===== src/rtl/rv_muldiv_pkg.sv =====
// rv_muldiv_pkg: shared RV32M definitions.
//   XLEN     - default operand/result width (only 32 is supported)
//   F3_*     - funct3 encodings of the M extension, shared with ALU and decoder
//   state_e  - control state of the multi-cycle mul/div unit
package rv_muldiv_pkg;
  localparam int XLEN = 32;

  localparam logic [2:0] F3_MUL    = 3'd0;
  localparam logic [2:0] F3_MULH   = 3'd1;
  localparam logic [2:0] F3_MULHSU = 3'd2;
  localparam logic [2:0] F3_MULHU  = 3'd3;
  localparam logic [2:0] F3_DIV    = 3'd4;
  localparam logic [2:0] F3_DIVU   = 3'd5;
  localparam logic [2:0] F3_REM    = 3'd6;
  localparam logic [2:0] F3_REMU   = 3'd7;

  typedef enum logic [1:0] {ST_IDLE, ST_MUL, ST_DIV, ST_DONE} state_e;
endpackage


===== src/rtl/rv_div_core.sv =====
// rv_div_core: restoring radix-2 unsigned divider, one quotient bit per step.
//   clk, rst_n        - clock, async active-low reset
//   load              - capture dividend/divisor magnitudes, clear remainder/counter
//   step              - perform one iteration (MSB first)
//   dividend, divisor - unsigned magnitudes
//   quo_nxt, rem_nxt  - quotient/remainder after the current step (combinational)
//   done              - current step is the last (counter == 31)
module rv_div_core #(
  parameter int W = 32
) (
  input  logic         clk,
  input  logic         rst_n,
  input  logic         load,
  input  logic         step,
  input  logic [W-1:0] dividend,
  input  logic [W-1:0] divisor,
  output logic [W-1:0] quo_nxt,
  output logic [W-1:0] rem_nxt,
  output logic         done
);
  logic [W-1:0] rem_q, rem_d, quo_q, quo_d, dvs_q, dvs_d;
  logic [4:0]   cnt_q, cnt_d;
  logic [W:0]   shifted, diff;
  logic         qbit;

  // The quotient register doubles as the dividend shifter: its MSB feeds
  // the partial remainder while quotient bits enter at the LSB.
  always_comb begin
    shifted = {rem_q, quo_q[W-1]};
    diff    = shifted - {1'b0, dvs_q};
    qbit    = !diff[W];
    rem_nxt = qbit ? diff[W-1:0] : shifted[W-1:0];
    quo_nxt = {quo_q[W-2:0], qbit};
    done    = cnt_q == 5'd31;
  end

  always_comb begin
    rem_d = rem_q;
    quo_d = quo_q;
    dvs_d = dvs_q;
    cnt_d = cnt_q;
    if (load) begin
      rem_d = '0;
      quo_d = dividend;
      dvs_d = divisor;
      cnt_d = '0;
    end else if (step) begin
      rem_d = rem_nxt;
      quo_d = quo_nxt;
      cnt_d = cnt_q + 5'd1;
    end
  end

  always_ff @(posedge clk or negedge rst_n) begin
    if (!rst_n) begin
      rem_q <= '0;
      quo_q <= '0;
      dvs_q <= '0;
      cnt_q <= '0;
    end else begin
      rem_q <= rem_d;
      quo_q <= quo_d;
      dvs_q <= dvs_d;
      cnt_q <= cnt_d;
    end
  end
endmodule


===== src/rtl/rv_muldiv.sv =====
// rv_muldiv: multi-cycle RV32M multiply/divide unit.
//   in_valid/in_ready  - request handshake (ready only in IDLE)
//   a, b, funct3       - rs1, rs2, M-extension operation
//   tag_in / tag_out   - destination register tag, passed through
//   flush              - kill any operation in flight (wins over accept/ready)
//   out_valid/out_ready- result handshake to writeback
//   result             - registered architectural result
module rv_muldiv import rv_muldiv_pkg::*; #(
  parameter int XLEN = rv_muldiv_pkg::XLEN,
  parameter int TAGW = 5
) (
  input  logic            clk,
  input  logic            rst_n,
  input  logic            in_valid,
  output logic            in_ready,
  input  logic [XLEN-1:0] a,
  input  logic [XLEN-1:0] b,
  input  logic [2:0]      funct3,
  input  logic [TAGW-1:0] tag_in,
  input  logic            flush,
  output logic            out_valid,
  input  logic            out_ready,
  output logic [XLEN-1:0] result,
  output logic [TAGW-1:0] tag_out
);
  localparam int PW = 2 * XLEN;

  state_e          state_q, state_d;
  logic [XLEN-1:0] a_q, a_d, b_q, b_d, result_q, result_d;
  logic [2:0]      f3_q, f3_d;
  logic [TAGW-1:0] tag_q, tag_d;

  logic            accept, sgn_in, sgn_q, b_zero, ovf, spec_case;
  logic            div_load, div_step, div_done;
  logic [XLEN-1:0] spec_res, dvd_mag, dvs_mag, quo_nxt, rem_nxt;
  logic [XLEN-1:0] quo_fix, rem_fix, div_res, mul_res;
  logic            a_sx, b_sx;
  logic signed [XLEN:0]   mul_a, mul_b;
  logic signed [PW-1:0]   prod;

  assign in_ready  = state_q == ST_IDLE;
  assign out_valid = state_q == ST_DONE;
  assign result    = result_q;
  assign tag_out   = tag_q;
  assign accept    = in_valid && in_ready && !flush;

  // Divide special cases are decided on the live operands at accept time.
  // funct3[0]==0 marks the signed ops, funct3[1]==1 marks REM/REMU.
  assign sgn_in    = !funct3[0];
  assign b_zero    = b == '0;
  assign ovf       = sgn_in && (a == {1'b1, {(XLEN-1){1'b0}}}) && (&b);
  assign spec_case = b_zero || ovf;
  assign spec_res  = b_zero ? (funct3[1] ? a : '1) : (funct3[1] ? '0 : a);
  assign dvd_mag   = (sgn_in && a[XLEN-1]) ? -a : a;
  assign dvs_mag   = (sgn_in && b[XLEN-1]) ? -b : b;

  // 33x33 signed product; truncating to 64 bits keeps every result bit exact.
  assign a_sx    = (f3_q == F3_MULH) || (f3_q == F3_MULHSU);
  assign b_sx    = f3_q == F3_MULH;
  assign mul_a   = {a_sx & a_q[XLEN-1], a_q};
  assign mul_b   = {b_sx & b_q[XLEN-1], b_q};
  assign prod    = PW'(mul_a) * PW'(mul_b);
  assign mul_res = (f3_q == F3_MUL) ? prod[XLEN-1:0] : prod[PW-1:XLEN];

  // Sign fix applied to the final step's output as the divide completes.
  assign sgn_q   = !f3_q[0];
  assign quo_fix = (sgn_q && (a_q[XLEN-1] ^ b_q[XLEN-1])) ? -quo_nxt : quo_nxt;
  assign rem_fix = (sgn_q && a_q[XLEN-1]) ? -rem_nxt : rem_nxt;
  assign div_res = f3_q[1] ? rem_fix : quo_fix;

  rv_div_core #(.W(XLEN)) u_div (
    .clk      (clk),
    .rst_n    (rst_n),
    .load     (div_load),
    .step     (div_step),
    .dividend (dvd_mag),
    .divisor  (dvs_mag),
    .quo_nxt  (quo_nxt),
    .rem_nxt  (rem_nxt),
    .done     (div_done)
  );

  always_comb begin
    state_d  = state_q;
    a_d      = a_q;
    b_d      = b_q;
    f3_d     = f3_q;
    tag_d    = tag_q;
    result_d = result_q;
    div_load = 1'b0;
    div_step = 1'b0;
    if (flush) begin
      state_d = ST_IDLE;
    end else begin
      unique case (state_q)
        ST_IDLE: if (accept) begin
          a_d   = a;
          b_d   = b;
          f3_d  = funct3;
          tag_d = tag_in;
          if (!funct3[2]) begin
            state_d = ST_MUL;
          end else if (spec_case) begin
            result_d = spec_res;
            state_d  = ST_DONE;
          end else begin
            div_load = 1'b1;
            state_d  = ST_DIV;
          end
        end
        ST_MUL: begin
          result_d = mul_res;
          state_d  = ST_DONE;
        end
        ST_DIV: begin
          div_step = 1'b1;
          if (div_done) begin
            result_d = div_res;
            state_d  = ST_DONE;
          end
        end
        ST_DONE: if (out_ready) state_d = ST_IDLE;
        default: state_d = ST_IDLE;
      endcase
    end
  end

  always_ff @(posedge clk or negedge rst_n) begin
    if (!rst_n) begin
      state_q  <= ST_IDLE;
      a_q      <= '0;
      b_q      <= '0;
      f3_q     <= '0;
      tag_q    <= '0;
      result_q <= '0;
    end else begin
      state_q  <= state_d;
      a_q      <= a_d;
      b_q      <= b_d;
      f3_q     <= f3_d;
      tag_q    <= tag_d;
      result_q <= result_d;
    end
  end
endmodule


===== config.mk =====
export PLATFORM = sky130hd
export DESIGN_NAME = rv_muldiv
export DESIGN_NICKNAME = d
export VERILOG_FILES = /design/src/rtl/rv_muldiv_pkg.sv /design/src/rtl/rv_div_core.sv /design/src/rtl/rv_muldiv.sv
export SDC_FILE = /design/constraint.sdc
export NUM_CORES = 2
export LEC_CHECK = 0
export ABC_AREA = 1
export BUFFER_PORTS_ARGS = -buffer_cell sky130_fd_sc_hd__buf_4
export CORE_MARGIN = 1
export CORE_UTILIZATION = 60
export DETAILED_ROUTE_END_ITERATION = 8
export PLACE_DENSITY = 0.78
export SETUP_SLACK_MARGIN = 0.2
export SYNTH_ARGS = -nofsm -noshare
export SYNTH_HDL_FRONTEND = slang
export SYNTH_HIERARCHICAL = 1
export SYNTH_SLANG_ARGS = --single-unit
export TNS_END_PERCENT = 30

===== constraint.sdc =====
create_clock -name clk -period 7.7 [get_ports clk]
set_input_delay 2.31 -clock clk [delete_from_list [all_inputs] [get_ports clk]]
set_output_delay 2.31 -clock clk [all_outputs]
set_load 0.1 [all_outputs]

---- Word level (Yosys, flattened, before mapping) ----
Index checks and enable logic that the tools add are counted.
operators by class
  add/subtract/negate cells ............... 6
  multiply operators ...................... 1
  eq/ne operators ......................... 14
  multiplexer cells ....................... 35
  bitwise gates (word level) .............. 4
  reduce and logical (&&, ||, !) cells .... 23
operators with widths
  operator              number
  $mux 32               18
  $neg 32->32           4
  $pmux 32 s3           1
  $mul 33x33->64        1
  $sub 33x32->33        1
  $eq 32x32->1 const B  1
  $logic_not 32->1      1
  $reduce_and 32->1     1
  $mux 2                5
  $mux 5                2
  $logic_and 1x1->1     8
  $mux 1                8
  $pmux 2 s4            1
  $ne 2x1->1 const B    3
  $reduce_and 3->1      2
  $reduce_and 6->1      1
  $add 5x1->5 const B   1
  $eq 5x5->1 const B    1
  $eq 2x2->1 const B    2
  $logic_not 1->1       4
  $eq 3x1->1 const B    1
  $eq 3x2->1 const B    1
  $logic_not 3->1       1
  $ne 3x1->1 const B    1
  other kinds (11)      13
word-level totals
  flip-flop bits (word level) ............. 207
  bits of input ports ..................... 77
  output and inout port bits .............. 39
  logic and storage cells ................. 93

---- Logic depth before layout (Yosys ltp) ----
  word-level depth ........................ 10
  depth in mapped cells ................... 39
  gate-level depth less buffers ........... 38

---- Modules after synthesis ----
The synthesis kept the hierarchy.
modules (own cells, without submodules)
  module       instances  cells an instance  area each (µm²)  sequential area each (µm²)
  rv_muldiv    1          6603               49231.0          2652.5
  rv_div_core  1          1161               7526.0           2527.4

---- Worst setup path before layout ----
No wires, ideal clock.
  path kind ............................... register -> register
  start ................................... register f3_q[0]
  end ..................................... register result_q[30], in the netlist result[30]
  library setup time ...................... 0.120 ns
  data arrival time ....................... 7.690 ns
  data required time ...................... 7.580 ns
  setup slack ............................. -0.110 ns
  cell stages (with the launch flop) ...... 34
  path buffers ............................ 2
  clock period less this slack ............ 7.810 ns
  path through ............................ dfrtp_1 clkbuf_2 nor2_1 nand2_2 nand2_2 nand2_1 inv_1 clkbuf_1 nand2_1 fa_1 fa_1 fa_1 fa_1 inv_1 fa_1 fa_1 fa_1 inv_1 fa_1 inv_1 ha_1 nand2_1 nor2_1 inv_1 nor2_1 inv_1 nor4_1 nand2_1 nand3_1 nand3_1 nand2_1 nand2_1 nand2_1 nand2_1
on the way
  longest elaborated chain between the ends .. 6
  elaborated cells between the ends (all ways) .. 16
  classes of those cells .................. 1 x mul; 2 x eq/ne; 6 x mux; 2 x bitwise; 5 x reduce/logical
RTL lines
  element                                         RTL line                           RTL
  from (decl)                                     rv_muldiv.sv:30                    logic [2:0] f3_q, f3_d;
  from (signal assigned)                          rv_muldiv.sv:133                   f3_q <= '0;
  from (signal assigned)                          rv_muldiv.sv:140                   f3_q <= f3_d;
  $eq 3x1->1, or another cell as far along        rv_muldiv.sv:58, rv_muldiv.sv:59
  $logic_or 1x1->1, or another cell as far along  rv_muldiv.sv:58                    assign a_sx = (f3_q == F3_MULH) || (f3_q == F3_MULHSU);
  $and 1x1->1, or another cell as far along       rv_muldiv.sv:60                    assign mul_a = {a_sx & a_q[XLEN-1], a_q};
  $mul 33x33->64 or $mux 32 (tied branches)       rv_muldiv.sv:62, rv_muldiv.sv:69
  $mux 32, on equally long branches               rv_muldiv.sv:63, rv_muldiv.sv:117
  $pmux 32 s3 *                                   rv_muldiv.sv:95                    unique case (state_q)
  to (signal assigned)                            rv_muldiv.sv:142                   result_q <= result_d;
  to (decl)                                       rv_muldiv.sv:29                    logic [XLEN-1:0] a_q, a_d, b_q, b_d, result_q, result_d;
Every way passes the cells marked *; elsewhere a longest branch is shown, timed or not. The select of a mux whose other input is x is not followed.
A chain may end at the register's enable or synchronous reset.

---- Worst setup path in the final report ----
  start ................................... register f3_q[0]
  end ..................................... register result_q[22], in the netlist result[22]
Same word-level chain as after synthesis.

==> impl_metrics.py <==
metrics = {
    "outcome": {
        "status": "completed",
    },
    "clock_tree": {
        "clockBufferDepth": 3,
        "cts_buffers": 27,
        "cts_tree": "built",
        "h-tree-depth": 1,
        "clk_pin_slew_ns": 0.07,
        "holdBufCountCts": 0,
        "clock-sinks": 207,
        "clockRootBuffer": "clkbuf_16",
        "clock_latency_ns": 0.58,
    },
    "setup_path": {
        "worst-setup-path-type": "reg2reg",
        "max_stage_delay_ns": 0.63,
        "ff2ff_setup_slack_ns": 0.06,
        "required_ns": 8.17,
        "critPathSlowestCell": "fa_2",
        "cp-end-kind": "flip-flop",
        "startpoint_type": "flip-flop",
        "critPathArrivalTime_ns": 8.11,
        "crit_fanout": 12,
        "path_common_cell": "fa_1",
    },
    "placed_design": {
        "numPortBuffers": 115,
        "dp_hpwl_um": 154000,
        "place_area_um2": 61100,
        "place.gp.congestion": 1.05,
    },
    "timing": {
        "rsz0062_at_grt": "true",
        "fmax_mhz": 131,
        "post-route-min-period_ns": 7.64,
        "worstMarginPinSlew_ns": 1.33,
        "setup_viol": 0,
        "drv_slew": 0,
        "clock_skew_ns": 0.0178,
        "slew_headroom_pct": 10.8,
        "hold_viol_final": 0,
        "timing.setup.tns_ns": 0,
        "finalCritPeriodShare_pct": 99.3,
    },
    "floorplanning": {
        "ios": 116,
        "core_area_um2": 93500,
        "initial_utilization_pct": 60.7,
        "die-area_um2": 95800,
        "rows": 112,
        "fp.dieH_um": 310,
        "fp.dieW_um": 310,
    },
    "grt": {
        "grt_pass1_wl_um": 291000,
        "grt_max_degree": 102,
        "track_usage_pct": 39.7,
        "grt_pass1_vias": 52400,
        "overflow": 0,
        "antenna_found_initial": 3,
    },
    "final_layout": {
        "fillCellCount": 7922,
        "drive_gt1_share_pct": 11.5,
        "finalNetCount": 9369,
        "syn2layout_area_growth_pct": 11.6,
        "seqCellArea_um2": 5180,
        "stdcell_area_um2": 63400,
        "multi_input_area_um2": 43400,
        "fin_util_pct": 67.8,
    },
    "drt": {
        "routed_wl_um": 186000,
        "drc": 0,
        "ant_nets": 0,
        "vias_per_cell": 5.53,
        "drt_pass1_iterations": 6,
        "vias": 50800,
        "wl_per_cell_um": 20.3,
        "drt_iter0_markers": 4573,
    },
    "logic_synthesis": {
        "syn_nets": 9223,
        "synth_common_cells": "nand2_1, inv_1, fa_1",
        "synthCells": 7764,
        "synth_flop_cell": "dfrtp_1",
        "syn_area_um2": 56800,
        "synth_edf_count": 0,
        "asyncSetResetFlopFracSynth_pct": 100,
        "synth_cell_types": 56,
        "yosys_warnings": 6,
        "synth-seq-cells": 207,
        "synth_area_leaders": "fa_1, nand2_1, inv_1",
        "syn_area_per_cell_um2": 7.31,
        "netlist.area_leader.share_pct": 39.7,
        "yosysTopAreaCell": "fa_1",
        "seq_area_frac_synth_pct": 9.13,
        "synth_most_common_cell": "nand2_1",
    },
    "job": {
        "maxCapViolations": 0,
    },
    "min_path": {
        "min_path_type": "reg2reg",
    },
}
-- final timing paths --
check                      depth (start not counted)          to        from
setup / recovery                                  34  result[22]     f3_q[0]
hold / removal                                     2  tag_out[2]  tag_out[2]
min in group asynchronous                          1   result[6]       rst_n
setup reg to reg                                  34  result[22]     f3_q[0]
hold reg to reg                                    2  tag_out[2]  tag_out[2]
max in group asynchronous                          2  tag_out[1]       rst_n
-- sequential cells by signal (all words and copies together) (netlist names) --
name and flops:
u_div/cnt_q 5, b_q 32, a_q 32, f3_q 3, tag_out 5, u_div/rem_q 32
state_q 2, u_div/dvs_q 32, result 32, u_div/quo_q 32
-- cell usage in the layout (no fill, tap or decap), types with 14 or more instances in the layout --
| cell type | synthesis | routed |
|---|---|---|
| nand3_1 | 252 | 227 |
| or2_2 | 14 | 14 |
| ha_1 | 256 | 226 |
| clkbuf_16 | 0 | 27 |
| o221ai_1 | 29 | 29 |
| o21ai_0 | 275 | 244 |
| and2_1 | 28 | 28 |
| nand4_1 | 53 | 53 |
| buf_4 | 35 | 437 |
| dfrtp_1 | 207 | 203 |
| nor2_2 | 15 | 56 |
| o21ai_2 | 8 | 20 |
| nand2_1 | 2216 | 2176 |
| o21ai_1 | 50 | 69 |
| nand2_2 | 17 | 48 |
| o21bai_1 | 16 | 14 |
| xor2_1 | 68 | 68 |
| nand3_2 | 4 | 26 |
| nor4_1 | 17 | 15 |
| nor2_1 | 351 | 285 |
| a21oi_2 | 0 | 29 |
| xnor2_1 | 21 | 21 |
| inv_1 | 2023 | 1987 |
| nor3_1 | 38 | 31 |
| buf_12 | 0 | 60 |
| a21oi_1 | 204 | 174 |
| nor2_4 | 2 | 27 |
| ha_4 | 0 | 26 |
| inv_2 | 12 | 43 |
| fa_1 | 1126 | 1114 |
-- kinds of logic (layout without fill, tap and decap cells) --
logic type,count (synthesis),count (layout),share of synthesized area (%)
AND/OR/NAND/NOR,3029,3029,21.6
AO/OA/AOI/OAI,625,625,6.03
buffers and inverters,2432,2597,16.5
adder cells (fa/ha/maj),1382,1382,45.4
other,0,1,0
XOR/XNOR,89,89,1.37
flip-flops,207,207,9.13
-- metal layers --
metal	track usage, %	vias up	share of wire [%]
met1	53.6	25000	39
met5	0.354	-	0.028
li1	-	22700	-
met2	63.6	2612	46
met3	8.19	501	10
met4	14.3	2	4.2
-- what timing repair did --
| action | CTS | global route |
|---|---|---|
| setup endpoints to repair | 31 | 32 |
| setup buffers | 5 | 15 |
| cloned | 1 | 0 |
| resized for setup | 76 | 275 |
| pin swaps | 15 | 115 |
-- layout make-up --
cell class                      count  share of cell area [%]
Clock inverter                     19                   0.312
Clock buffer                       29                    1.11
Sequential cell                   207                    8.18
Antenna cell                        1                 0.00395
Tap cell                         1254                    2.48
Inverter                         2038                    12.1
Multi-Input combinational cell   5125                    68.5
Timing Repair inverter              1                  0.0118
Timing Repair Buffer              510                    7.31
-- worst max-delay path, delay by kind of cell (launching register included) --
kind,cells,cell delay (ns)
adder cells (fa/ha/maj),9,4.49
AND/OR/NAND/NOR,15,1.40
flip-flops,1,0.41
buffers and inverters,10,1.21
-- per-stage QoR --
stage / worst slack (ns) / hold WS, ns / cells
2_1_floorplan: 0.225 / 0.446 / 7764
3_3_place_gp: -0.0763 / 0.463 / 9114
3_5_place_dp: -0.210 / 0.469 / 9114
4_1_cts: 0.133 / 0.487 / 9168
5_1_grt: -0.235 / 0.518 / 9183
6_report: 0.0561 / 0.486 / 9184
Power is left out: the tool's default activity adds up to more than one toggle a clock period on the data nets, which glitch-free logic cannot reach.
